### src/rtl/alu_sched.sv
// rtl/alu_sched.sv - two-port scheduler sharing one combinational ALU (valid/ready in, tagged response out)
// Optional feature: define ALU_SCHED_RR_EN for round-robin arbitration; otherwise port 0 has fixed priority.
module alu_sched #(
  parameter int WIDTH = 32,
  parameter int OPW   = 3,
  parameter int CNTW  = 16
) (
  input  logic             CLK,
  input  logic             RST_n,
  input  logic             req0_valid,
  output logic             req0_ready,
  input  logic [OPW-1:0]   req0_op,
  input  logic [WIDTH-1:0] req0_a,
  input  logic [WIDTH-1:0] req0_b,
  input  logic             req1_valid,
  output logic             req1_ready,
  input  logic [OPW-1:0]   req1_op,
  input  logic [WIDTH-1:0] req1_a,
  input  logic [WIDTH-1:0] req1_b,
  output logic [OPW-1:0]   alu_op,
  output logic [WIDTH-1:0] alu_a,
  output logic [WIDTH-1:0] alu_b,
  input  logic [WIDTH-1:0] alu_result,
  input  logic             alu_zero,
  output logic             rsp_valid,
  input  logic             rsp_ready,
  output logic             rsp_id,
  output logic [WIDTH-1:0] rsp_result,
  output logic             rsp_zero,
  output logic             busy,
  output logic [CNTW-1:0]  op_count
);

  typedef enum logic [1:0] {
    IDLE = 2'd0,
    EXEC = 2'd1,
    RESP = 2'd2
  } state_t;

  state_t state;
  logic   last_grant;
  logic   grant_any;
  logic   grant_id;

  always_comb begin
    grant_any = req0_valid | req1_valid;
    grant_id  = 1'b0;
`ifdef ALU_SCHED_RR_EN
    // On a tie the port that did not win last time goes next.
    if (req0_valid && req1_valid)
      grant_id = ~last_grant;
    else
      grant_id = req1_valid;
`else
    grant_id = ~req0_valid & req1_valid;
`endif
  end

`ifndef ALU_SCHED_RR_EN
  logic unused_last_grant;
  assign unused_last_grant = last_grant;
`endif

  // Ready is forced low while reset is held so no handshake can be seen.
  assign req0_ready = RST_n && (state == IDLE) && grant_any && !grant_id;
  assign req1_ready = RST_n && (state == IDLE) && grant_any &&  grant_id;

  always_ff @(posedge CLK or negedge RST_n) begin
    if (!RST_n) begin
      state      <= IDLE;
      last_grant <= 1'b1;
      alu_op     <= '0;
      alu_a      <= '0;
      alu_b      <= '0;
      rsp_valid  <= 1'b0;
      rsp_id     <= 1'b0;
      rsp_result <= '0;
      rsp_zero   <= 1'b0;
      busy       <= 1'b0;
      op_count   <= '0;
    end else begin
      case (state)
        IDLE: begin
          if (grant_any) begin
            alu_op     <= grant_id ? req1_op : req0_op;
            alu_a      <= grant_id ? req1_a  : req0_a;
            alu_b      <= grant_id ? req1_b  : req0_b;
            rsp_id     <= grant_id;
            last_grant <= grant_id;
            busy       <= 1'b1;
            state      <= EXEC;
          end
        end
        EXEC: begin
          rsp_result <= alu_result;
          rsp_zero   <= alu_zero;
          rsp_valid  <= 1'b1;
          state      <= RESP;
        end
        RESP: begin
          if (rsp_ready) begin
            rsp_valid <= 1'b0;
            busy      <= 1'b0;
            op_count  <= op_count + 1'b1;
            state     <= IDLE;
          end
        end
        default: begin
          rsp_valid <= 1'b0;
          busy      <= 1'b0;
          state     <= IDLE;
        end
      endcase
    end
  end

endmodule

### config.mk
export PLATFORM = sky130hd
export DESIGN_NAME = alu_sched
export DESIGN_NICKNAME = d
export VERILOG_FILES = /design/src/rtl/alu_sched.sv
export SDC_FILE = /design/constraint.sdc
export NUM_CORES = 1
export LEC_CHECK = 0
export BUFFER_PORTS_ARGS = -buffer_cell sky130_fd_sc_hd__buf_2
export CAP_MARGIN = 10
export CORE_AREA = 2 2 115 117
export CTS_BUF_LIST = sky130_fd_sc_hd__clkbuf_8
export CTS_CLUSTER_DIAMETER = 30
export DETAILED_ROUTE_END_ITERATION = 8
export DIE_AREA = 0 0 117 119
export PLACE_DENSITY = 0.76
export SYNTH_ARGS = -nofsm -noshare
export SYNTH_HDL_FRONTEND = slang
export SYNTH_SLANG_ARGS = --single-unit
### constraint.sdc
create_clock -name CLK -period 1.9 [get_ports CLK]
set_input_delay 0.38 -clock CLK [delete_from_list [all_inputs] [get_ports CLK]]
set_output_delay 0.38 -clock CLK [all_outputs]
set_load 0.02 [all_outputs]
==> flow_results.org <==
** Run status
- Outcome :: completed

** Setup path
- Critical Path End Type :: output pin
- Critical Path AT :: 1.42 ns
- Critical setup path kind :: reg -> out
- Worst path required time :: 1.52 ns
- Of all nets on the critical path, the largest fanout is 8.
- The worst setup path is launched from a flop.

** Floorplanning
- The floorplan has 42 rows.
- Die W :: between 100 and 150 µm
- Die area :: approximately 14000 µm²
- Placeable core region :: about 13000 µm²
- Effective utilization at floorplan :: between 40% and 50%
- Vert. Die Dim :: between 100 and 150 µm
- # IOs :: approximately 300

** Job
- Maximum Capacitance Violations :: 0

** Yosys
- Top-area cell type share of the netlist area :: between 50% and 60%
- Most used standard cell by instance count after synthesis :: sky130_fd_sc_hd__dfrtp_1
- After synthesis the netlist holds a flip-flop and latch count of about 120.
- After synthesis, the share of flip-flops with an asynchronous set or reset is 100%.
- Sequential fraction of the synthesis area :: just under 60%
- The cell area that synthesis handed to floorplanning was 5230 µm².
- Synthesized netlist net count :: between 600 and 700
- Sorting the synthesized cells by area gives the leading types as sky130_fd_sc_hd__dfrtp_1 58%, sky130_fd_sc_hd__mux2i_1 13%, sky130_fd_sc_hd__mux2_2 7.1%.
- Post-synthesis cell type with the largest combined area :: sky130_fd_sc_hd__dfrtp_1
- During synthesis, Yosys emitted a total of 0 warnings.
- Among all flip-flop cells after synthesis, the most frequent one is sky130_fd_sc_hd__dfrtp_1.
- Dividing the synthesized area by the synthesized cell count gives around 12 µm².
- Counting distinct cell types in the post-synthesis netlist gives 32.
- Counting instances in the post-synthesis netlist gives the leading cell types as 121 x sky130_fd_sc_hd__dfrtp_1, 77 x sky130_fd_sc_hd__nand2_1, 68 x sky130_fd_sc_hd__o21ai_0, 67 x sky130_fd_sc_hd__mux2i_1, 33 x sky130_fd_sc_hd__mux2_2.
- Cells after Synth :: around 450
- Number of enable flip-flop cells after synthesis :: 0

** Layout
- Final cell utilization of the core :: a little under three fifths
- The number of antenna diodes in the final layout is 0.
- Share of cells above drive strength 1 :: between 40% and 50%
- Fill cells in the final layout number 1103.
- Multi-input gate area :: 2080 µm²
- Registers take 3030 µm².
- The net count of the finished layout is 911.
- The area growth from synthesis to layout is 38.8%.

** Timing
- Maximum achievable frequency :: about 0.56 GHz
- Hold violation count in the final report :: 0
- After routing, the total negative slack on setup checks comes to 0 ns.
- Worst Clk Skew :: approximately 0.0096 ns
- Max-slew violation count :: 0
- Setup violations remaining at the end of the flow were counted as 0.
- The worst pin sits at a relative slew slack of about 45%.
- Final worst path period need :: roughly 1.8 ns
- Final critical-path share of the clock period :: between 90 and 100%
- For the pin with the worst max-slew slack, the measured transition is 0.822 ns.
- Unrepaired setup endpoints after global routing :: no

** Global routing
- Pin count of the biggest net entering global routing :: 73
- Number of antenna violations at the first check in global routing :: 0
- Total congestion overflow :: 0
- Global routing usage summed across all routing layers :: 19.1%
- Wire length of the first global-routing pass :: around 20 mm
- The via count of the first global-routing pass came to roughly 4400.

** Power
- In this run the power density over the cells is ~1600 nW/µm².
- Max IR drop VDD :: ~0.75 mV
- The analysis attributes to cell leakage a power of about 3.8 nW.

** Clock network
- TritonCTS created 17 clock buffers.
- The tree is rooted in a sky130_fd_sc_hd__clkbuf_8.
- Number of buffers on the longest clock path :: 2
- Clock latency reported for the late side of the worst-skew pair :: approximately 0.43 ns
- The tree built by TritonCTS fans out to around 120 sinks.
- TritonCTS built the clock tree.
- Clock-pin slew was measured on the worst setup and hold paths at roughly 0.070 ns.
- H-tree levels :: 4

** Drt
- Average wire per cell in the routed design :: between 10 and 15 µm
- DRT iter0 DRCs :: 181
- Once detail routing completed, the nets flagged for antenna violations numbered 0.
- The routed layout has ~4400 vias.
- DR DRC count :: 0
- Summed over all layers, the routed wires come to approximately 13 mm.
- Vias per std cell :: 4.71
- The first detailed-routing pass ran for 6 iterations.

** Placed design
- Count of input and output buffers :: between 200 and 300
- Last weighted congestion value of the routability-driven placer :: about 0.80
- Post-detailed-placement half-perimeter wirelength :: ~10 mm

** Hold path
- In this run the worst hold path is classified as in -> async.
-- worst max-delay path: stages (launching register included) --
cell and delay [ns]:
sky130_fd_sc_hd__dfrtp_2 0.46, sky130_fd_sc_hd__nor2_4 0.16, sky130_fd_sc_hd__and3_1 0.19, sky130_fd_sc_hd__buf_2 0.18
-- routing by layer --
layer	part of all wire [%]	vias up	global-route usage (%)	routed length [µm]
met2	52	187	33.3	6870
met5	0	-	0	0
met3	6.5	30	5.34	861
met4	2.3	0	8.75	296
met1	39	2014	21.2	5120
li1	-	2133	-	-
-- final cells by class --
class | instances | area share [%]
well taps | 176 | 3.03
flip-flops and latches | 121 | 41.7
multi-input cells | 295 | 28.7
clock buffers | 21 | 3.98
clock inverters | 11 | 1.10
inverters | 3 | 0.155
repair buffers | 300 | 21.3
-- per-stage QoR --
step	power [W]	instance area (µm²)	std cells	setup slack [ns]	hold WS (ns)
final	0.0115	7260	927	0.0997	0.106
after global routing	0.0123	7260	927	0.0308	0.148
after CTS	0.0117	7250	926	0.0236	0.115
after global placement	0.00928	6870	894	0.312	0.457
after detailed placement	0.00949	6870	894	0.287	0.463
after floorplan	0.00759	5230	445	0.289	0.0844
-- worst paths after layout --
path	start	endpoint	slack [ns]	cells after the start
max in group asynchronous	RST_n	state[1]	1.15	2
min in group CLK	alu_result[5]	rsp_result[5]	0.18	2
worst max register to register	state[0]	op_count[9]	0.26	4
worst max-delay path	state[1]	req0_ready	0.1	3
worst min-delay path	RST_n	op_count[11]	0.11	2
worst min register to register	alu_a[19]	alu_a[19]	0.47	2
-- flip-flops by register name (all words and copies together), names as in the netlist --
name and count:
alu_a 32, alu_b 32, rsp_result 32, op_count 16, alu_op 3, state 2
busy 1, rsp_id 1, rsp_valid 1, rsp_zero 1
-- power breakdown --
| part | leakage (nW) | internal [W] | total [W] | switching, W |
|---|---|---|---|---|
| Clock | 0.209 | 0.00115 | 0.00211 | 0.000960 |
| Combinational | 2.07 | 0.00189 | 0.00502 | 0.00313 |
| Sequential | 1.49 | 0.00375 | 0.00440 | 0.000653 |
| Total | 3.77 | 0.00678 | 0.0115 | 0.00474 |
-- repair_timing --
action                     4_1_cts  5_1_grt
setup buffers                    0        1
hold buffers                     0        0
setup endpoints to repair        2        2
pin swaps                        0        1
resized for setup                2        1
-- cell families (layout without fill, tap and decap cells) --
logic type	Yosys count	after routing	share of synthesized area, %
flops	121	121	57.9
mux	100	100	19.9
fa+ha+maj	1	1	0.239
simple gates	105	105	9.31
compound gates	74	74	7.30
buf+inv	29	335	2.80
xor+xnor	15	15	2.51
-- placed cells by master, fill, tap and decap left out, types with 3 or more instances in the layout --
master                     synthesis  layout
sky130_fd_sc_hd__buf_2            15     291
sky130_fd_sc_hd__dfrtp_1         121     120
sky130_fd_sc_hd__nand2_1          77      77
sky130_fd_sc_hd__o21ai_0          68      68
sky130_fd_sc_hd__mux2i_1          67      67
sky130_fd_sc_hd__mux2_2           33      33
sky130_fd_sc_hd__clkbuf_8          0      21
sky130_fd_sc_hd__xnor2_1           8       8
sky130_fd_sc_hd__xor2_1            7       7
sky130_fd_sc_hd__buf_4             1       7
sky130_fd_sc_hd__inv_1             3       6
sky130_fd_sc_hd__clkinv_2          0       6
sky130_fd_sc_hd__and3_1            4       4
sky130_fd_sc_hd__nand3_1           4       4
sky130_fd_sc_hd__nor3_1            3       3
(Power assumes the default switching activity.)
